[config.mk]
export PLATFORM = sky130hd
export DESIGN_NAME = scratch_pad_client
export DESIGN_NICKNAME = d
export VERILOG_FILES = /design/src/rtl/scratch_pad_pkg.sv /design/src/rtl/sp_rsp_fifo.sv /design/src/rtl/scratch_pad_client.sv
export SDC_FILE = /design/constraint.sdc
export NUM_CORES = 1
export LEC_CHECK = 0
export BUFFER_PORTS_ARGS = -buffer_cell sky130_fd_sc_hd__buf_2
export CORE_MARGIN = 5
export CORE_UTILIZATION = 45
export DETAILED_ROUTE_END_ITERATION = 10
export PLACE_DENSITY_LB_ADDON = 0.1
export SLEW_MARGIN = 20
export SYNTH_ARGS = -nofsm -noshare
export SYNTH_HDL_FRONTEND = slang
export SYNTH_HIERARCHICAL = 1
export SYNTH_SLANG_ARGS = --single-unit
[constraint.sdc]
create_clock -name clk -period 3.65 [get_ports clk]
set_input_delay 0.365 -clock clk [delete_from_list [all_inputs] [get_ports clk]]
set_output_delay 0.365 -clock clk [all_outputs]
set_load 0.02 [all_outputs]
[src/rtl/scratch_pad_pkg.sv]
// rtl/scratch_pad_pkg.sv - shared scratch-pad widths, clog2 helper and response entry layout
package scratch_pad_pkg;

    localparam int SP_WIDTH      = 64;
    localparam int SP_ADDR_WIDTH = 8;

    // Smallest n with 2**n >= value; pointer width for power-of-2 depths.
    function automatic int sp_clog2(input int value);
        int result;
        result = 0;
        for (int i = 0; i < 31; i++) begin
            if ((1 << result) < value) begin
                result = result + 1;
            end
        end
        return result;
    endfunction

    typedef enum logic {
        SP_RSP_READ  = 1'b0,
        SP_RSP_WRITE = 1'b1
    } sp_rsp_kind_e;

    typedef struct packed {
        sp_rsp_kind_e          kind;
        logic [SP_WIDTH-1:0]   data;
    } sp_rsp_entry_t;

endpackage

[src/rtl/sp_rsp_fifo.sv]
// rtl/sp_rsp_fifo.sv - response buffer: DEPTH x WIDTH synchronous FIFO with wrapping pointers
module sp_rsp_fifo
    import scratch_pad_pkg::*;
#(
    parameter int WIDTH = SP_WIDTH,
    parameter int DEPTH = 4,
    parameter int PTR_W = 2
) (
    input  logic             clk,
    input  logic             rst,
    input  logic             push,
    input  logic [WIDTH-1:0] push_data,
    input  logic             pop,
    output logic [WIDTH-1:0] pop_data,
    output logic [PTR_W:0]   count
);

    logic [WIDTH-1:0] mem [DEPTH];
    logic [PTR_W-1:0] wr_ptr;
    logic [PTR_W-1:0] rd_ptr;

    // Storage array carries no reset; only the pointers define what is valid.
    always_ff @(posedge clk) begin
        if (push) begin
            mem[wr_ptr] <= push_data;
        end
    end

    // Pointers wrap naturally at DEPTH; count tracks occupancy including the full state.
    always_ff @(posedge clk or posedge rst) begin
        if (rst) begin
            wr_ptr <= '0;
            rd_ptr <= '0;
            count  <= '0;
        end else begin
            if (push) begin
                wr_ptr <= wr_ptr + PTR_W'(1);
            end
            if (pop) begin
                rd_ptr <= rd_ptr + PTR_W'(1);
            end
            case ({push, pop})
                2'b10:   count <= count + (PTR_W+1)'(1);
                2'b01:   count <= count - (PTR_W+1)'(1);
                default: count <= count;
            endcase
        end
    end

    // Head entry is shown only when occupied so an empty buffer presents zero.
    always_comb begin
        pop_data = '0;
        if (count != '0) begin
            pop_data = mem[rd_ptr];
        end
    end

endmodule

[src/rtl/scratch_pad_client.sv]
// rtl/scratch_pad_client.sv - scratch-pad RAM initiator; SCRATCH_PAD_WR_ACK_EN adds write responses
module scratch_pad_client
    import scratch_pad_pkg::*;
#(
    parameter int WIDTH      = SP_WIDTH,
    parameter int ADDR_WIDTH = SP_ADDR_WIDTH,
    parameter int RSP_DEPTH  = 4
) (
    input  logic                  clk,
    input  logic                  rst,
    input  logic                  req_valid,
    output logic                  req_ready,
    input  logic                  req_wr,
    input  logic [ADDR_WIDTH-1:0] req_addr,
    input  logic [WIDTH-1:0]      req_data,
    output logic                  ram_wr_en,
    output logic [WIDTH-1:0]      ram_d,
    output logic [ADDR_WIDTH-1:0] ram_addr,
    input  logic [WIDTH-1:0]      ram_q,
    output logic                  rsp_valid,
    input  logic                  rsp_ready,
    output logic [WIDTH-1:0]      rsp_data
);

    localparam int PTR_W = sp_clog2(RSP_DEPTH);
    localparam int CNT_W = PTR_W + 1;

    logic             accept;
    logic             inflight;
    logic [CNT_W-1:0] count;
    logic [CNT_W:0]   committed;
    logic             push;
    logic             pop;
    logic [WIDTH-1:0] push_data;

    // Credit counts buffered entries plus the one whose RAM data lands next edge;
    // both are registers, so the consumer side never reaches req_ready combinationally.
    assign committed = {1'b0, count} + {{CNT_W{1'b0}}, inflight};
    assign req_ready = ~rst & (committed < (CNT_W+1)'(RSP_DEPTH));
    assign accept    = req_valid & req_ready;

    assign ram_addr  = req_addr;
    assign ram_d     = req_data;
    assign ram_wr_en = accept & req_wr;

`ifdef SCRATCH_PAD_WR_ACK_EN
    sp_rsp_kind_e     kind_q;
    logic [WIDTH-1:0] wr_data_q;

    // Every accept reserves a slot; writes echo their own data one edge later, keeping order with reads.
    always_ff @(posedge clk or posedge rst) begin
        if (rst) begin
            inflight  <= 1'b0;
            kind_q    <= SP_RSP_READ;
            wr_data_q <= '0;
        end else begin
            inflight  <= accept;
            kind_q    <= req_wr ? SP_RSP_WRITE : SP_RSP_READ;
            wr_data_q <= req_data;
        end
    end

    assign push_data = (kind_q == SP_RSP_WRITE) ? wr_data_q : ram_q;
`else
    // Only reads reserve a slot; the RAM returns their data one edge after the address.
    always_ff @(posedge clk or posedge rst) begin
        if (rst) begin
            inflight <= 1'b0;
        end else begin
            inflight <= accept & ~req_wr;
        end
    end

    assign push_data = ram_q;
`endif

    assign push      = inflight;
    assign rsp_valid = (count != '0);
    assign pop       = rsp_valid & rsp_ready;

    sp_rsp_fifo #(
        .WIDTH (WIDTH),
        .DEPTH (RSP_DEPTH),
        .PTR_W (PTR_W)
    ) u_rsp_fifo (
        .clk       (clk),
        .rst       (rst),
        .push      (push),
        .push_data (push_data),
        .pop       (pop),
        .pop_data  (rsp_data),
        .count     (count)
    );

endmodule

==> run_summary.xml <==
<?xml version="1.0" encoding="UTF-8"?>
<metrics>
  <group name="yosys">
    <metric name="number_of_warnings_printed_during_yosys_synthesis" unit="">6</metric>
    <metric name="synth_async_sr_flop_share" unit="">0.0303</metric>
    <metric name="synth.top_cells.by_count" unit="">edfxtp_1 (256), buf_4 (74), mux4_2 (64), nor2b_1 (64)</metric>
    <metric name="postSynthCellCount" unit="">519</metric>
    <metric name="netlist_top_cells_area" unit="">edfxtp_1 (72%), mux4_2 (14%), buf_4 (5.2%), nor2b_1 (3.8%), dfrtp_1 (1.9%)</metric>
    <metric name="synth.most_common_cell" unit="">edfxtp_1</metric>
    <metric name="post-synth-top-area-cell" unit="">edfxtp_1</metric>
    <metric name="synth.net_count" unit="">666</metric>
    <metric name="yosysSeqAreaShare" unit="">0.739</metric>
    <metric name="netlist_area" unit="mm2">0.0107</metric>
    <metric name="postSynthRegisterBits" unit="">264</metric>
    <metric name="ys_types" unit="">24</metric>
    <metric name="number_of_enable_type_register_cells_in_the_synthesized_netlist" unit="">256</metric>
    <metric name="synth_top_cell_area_share" unit="">0.720</metric>
    <metric name="synth_ff_type" unit="">edfxtp_1</metric>
    <metric name="post_synth.cell_area_avg" unit="um2">20.6</metric>
  </group>
  <group name="routing">
    <metric name="remaining_drc_errors" unit="">0</metric>
    <metric name="initialDrtViolationCount" unit="">197</metric>
    <metric name="num_vias" unit="">4807</metric>
    <metric name="post_drt_via_cell_ratio" unit="">5.11</metric>
    <metric name="detail-route-antenna-nets" unit="">0</metric>
    <metric name="detail_route.first_pass.iterations" unit="">4</metric>
    <metric name="wl_per_cell" unit="um">23.7</metric>
    <metric name="finalWirelength" unit="mm">22.2</metric>
  </group>
  <group name="cells_and_area">
    <metric name="share_of_post_route_cells_with_drive_strength_above_1" unit="">0.405</metric>
    <metric name="final_nets" unit="">746</metric>
    <metric name="layout-area-overhead-vs-synth" unit="%">12.9</metric>
    <metric name="final_core_util" unit="">0.515</metric>
    <metric name="fill_cells" unit="">1933</metric>
  </group>
  <group name="clocking">
    <metric name="cts_root_buf" unit="">clkbuf_16</metric>
    <metric name="clk_transition_reported_paths" unit="ns">0.06</metric>
    <metric name="cts.sink_count" unit="">264</metric>
    <metric name="max-clock-path-buffers" unit="">3</metric>
    <metric name="clock_insertion_delay_worst_skew" unit="ns">0.52</metric>
    <metric name="cts_htree_levels" unit="">1</metric>
    <metric name="clock_tree_from_tritoncts" unit="">built</metric>
    <metric name="cts_inserted_buffers" unit="">28</metric>
    <metric name="postCtsSetupBuffers" unit="">0</metric>
  </group>
  <group name="timing">
    <metric name="achievable-frequency" unit="GHz">0.346</metric>
    <metric name="setup_repair_after_global_routing_missed_its_margin" unit="">no</metric>
    <metric name="hold_viol" unit="">0</metric>
    <metric name="post-route-period-util" unit="">0.792</metric>
    <metric name="clock_skew" unit="ns">0.00679</metric>
    <metric name="totalNegativeSetupSlack" unit="ns">0</metric>
    <metric name="final_period_minus_worst_setup_slack" unit="ns">2.89</metric>
    <metric name="max-slew-margin-rel" unit="">0.290</metric>
    <metric name="setup_violations" unit="">0</metric>
    <metric name="timing.final.max_slew_violations" unit="">0</metric>
    <metric name="tightestPinTransition" unit="ns">1.07</metric>
  </group>
  <group name="placement">
    <metric name="sum_of_net_half_perimeters_after_detailed_placement" unit="mm">13.7</metric>
    <metric name="port_buffers" unit="">135</metric>
    <metric name="gpl.final_weighted_congestion" unit="">0.667</metric>
  </group>
  <group name="global_routing">
    <metric name="grt.total_usage" unit="">0.164</metric>
    <metric name="pin_count_of_the_biggest_net_entering_global_routing" unit="">65</metric>
    <metric name="grt_antenna_before_repair" unit="">4</metric>
    <metric name="grt_first_pass_wirelength" unit="mm">32.9</metric>
    <metric name="global_route.overflow_total" unit="">0</metric>
    <metric name="first_global_vias" unit="">5390</metric>
  </group>
  <group name="floorplanning">
    <metric name="boundaryPins" unit="">280</metric>
    <metric name="floorplan.core_area" unit="mm2">0.0234</metric>
    <metric name="die-area" unit="mm2">0.0269</metric>
    <metric name="die_extent_in_y" unit="um">164</metric>
    <metric name="floorplan.die.width" unit="um">164</metric>
    <metric name="initial_utilization" unit="">0.456</metric>
    <metric name="core.rowCount" unit="">56</metric>
  </group>
  <group name="worst_setup_path">
    <metric name="critPathMaxStageDelay" unit="ns">0.69</metric>
    <metric name="critPathBufInv" unit="">2</metric>
    <metric name="cp_data_arrival_time" unit="ns">2.53</metric>
    <metric name="crit_required" unit="ns">3.28</metric>
    <metric name="worstSetupPathType" unit="">reg -&gt; out</metric>
    <metric name="crit_chain" unit="">buf_4, mux4_2, nor2b_1, buf_2</metric>
    <metric name="critical-path-slowest-cell" unit="">dfrtp_4</metric>
    <metric name="crit_path_start_kind" unit="">flop</metric>
    <metric name="endpoint_kind" unit="">output port</metric>
    <metric name="crit_path_leading_delay_family" unit="">flip-flops</metric>
    <metric name="cp_max_fo" unit="">20</metric>
  </group>
  <group name="pwr">
    <metric name="internal-power" unit="uW">6330</metric>
    <metric name="power_share_of_the_clock_group" unit="">0.282</metric>
    <metric name="power_leakage" unit="uW">0.00414</metric>
    <metric name="p_switching" unit="uW">2880</metric>
    <metric name="power.density" unit="mW/mm2">765</metric>
    <metric name="share_seq_of_total_power" unit="">0.404</metric>
    <metric name="p_comb_frac" unit="">0.314</metric>
    <metric name="switching_part_of_the_total_power" unit="">0.312</metric>
    <metric name="irDropWorstVdd" unit="mV">0.363</metric>
  </group>
  <group name="run_status">
    <metric name="status" unit="">complete, no violations</metric>
  </group>
  <group name="hold_path">
    <metric name="holdCritPathClass" unit="">in -&gt; reg</metric>
  </group>
  <group name="job">
    <metric name="maxCapViolCount" unit="">0</metric>
  </group>
</metrics>
state kept, by name, indices dropped and copies added (netlist names):
signal,cells
u_rsp_fifo/mem,256
u_rsp_fifo/count,3
u_rsp_fifo/rd_ptr,2
u_rsp_fifo/wr_ptr,2
inflight,1
power by group through the flow:
| stage | Combinational, uW | Sequential (uW) | Clock (uW) |
|---|---|---|---|
| final | 2890 | 3720 | 2600 |
| after floorplan | 2300 | 3600 | 0 |
| after global routing | 3120 | 3750 | 2810 |
| after global placement | 2960 | 3790 | 0 |
| after CTS | 2990 | 3730 | 2670 |
| after detailed placement | 2960 | 3790 | 0 |
area by class of cell:
| type | count | area (um2) | area share |
|---|---|---|---|
| tap | 319 | 399 | 0.0331 |
| clock inverter | 10 | 68.8 | 0.00571 |
| sequential | 264 | 7900 | 0.655 |
| multi-input combinational | 155 | 2100 | 0.175 |
| antenna | 1 | 2.50 | 0.000208 |
| clock buffer | 41 | 791 | 0.0656 |
| inverter | 8 | 30.0 | 0.00249 |
| timing repair buffer | 142 | 756 | 0.0627 |
kinds of logic (layout without fill, tap and decap cells):
kind of cell             Yosys count  after routing  share of synthesized area
AO/OA/AOI/OAI                      2              2                    0.00187
flip-flops                       264            264                      0.739
XOR/XNOR                           6              6                    0.00492
other                              0              1                          0
adder cells (fa/ha/maj)            6              6                    0.00774
buffers and inverters            100            201                     0.0654
AND/OR/NAND/NOR                   76             76                     0.0451
multiplexers                      65             65                      0.136
path summary, 6_finish.rpt:
path,from,slack (ns),end,cells after the start
min in group asynchronous,rst,0.27,inflight,3
worst min register to register,u_rsp_fifo/wr_ptr[0],0.54,u_rsp_fifo/wr_ptr[0],1
worst max register to register,u_rsp_fifo/count[0],1.66,u_rsp_fifo/count[1],6
worst min-delay path,ram_q[60],0.05,u_rsp_fifo/mem[3][60],1
worst max-delay path,u_rsp_fifo/rd_ptr[0],0.76,rsp_data[1],4
max in group asynchronous,rst,3.06,u_rsp_fifo/rd_ptr[0],3
cell usage in the layout, fill, tap and decap left out, types with 2 or more instances in the layout:
cell	synthesis	layout
and2_4	1	5
buf_12	0	2
buf_2	6	135
buf_4	74	4
clkbuf_1	7	10
clkbuf_16	0	29
clkbuf_8	0	2
clkinv_1	0	5
clkinv_2	0	4
dfrtp_1	8	6
dfrtp_4	0	2
edfxtp_1	256	256
ha_1	5	5
inv_1	8	8
mux4_2	64	64
nand2_1	2	2
nor2b_1	64	64
xnor2_1	2	2
xor2_1	4	4
repair_timing:
item,4_1_cts,5_1_grt
resized for setup,0,0
endpoints found under the setup margin,0,0
hold buffers,1,0
hold endpoints to repair,8,0
metrics by stage:
stage | power (uW) | setup slack (ns) | std cells | hold WS, ns | cell area, um2
4_1_cts | 9390 | 0.668 | 939 | 0.0269 | 12000
5_1_grt | 9680 | 0.581 | 939 | 0.0289 | 12000
2_1_floorplan | 5900 | 1.10 | 519 | 0.0937 | 10700
3_5_place_dp | 6750 | 1.25 | 887 | 0.229 | 11200
6_report | 9210 | 0.759 | 940 | 0.0505 | 12000
3_3_place_gp | 6750 | 1.25 | 887 | 0.230 | 11200
routing by layer:
metal | vias up | global-route usage | wire [um]
met5 | - | 0 | 48
met4 | 8 | 0.0640 | 874
met3 | 94 | 0.0432 | 1500
met2 | 139 | 0.299 | 11900
met1 | 2458 | 0.183 | 7870
li1 | 2108 | - | -
Note: power is estimated with default switching activity, not from simulation.
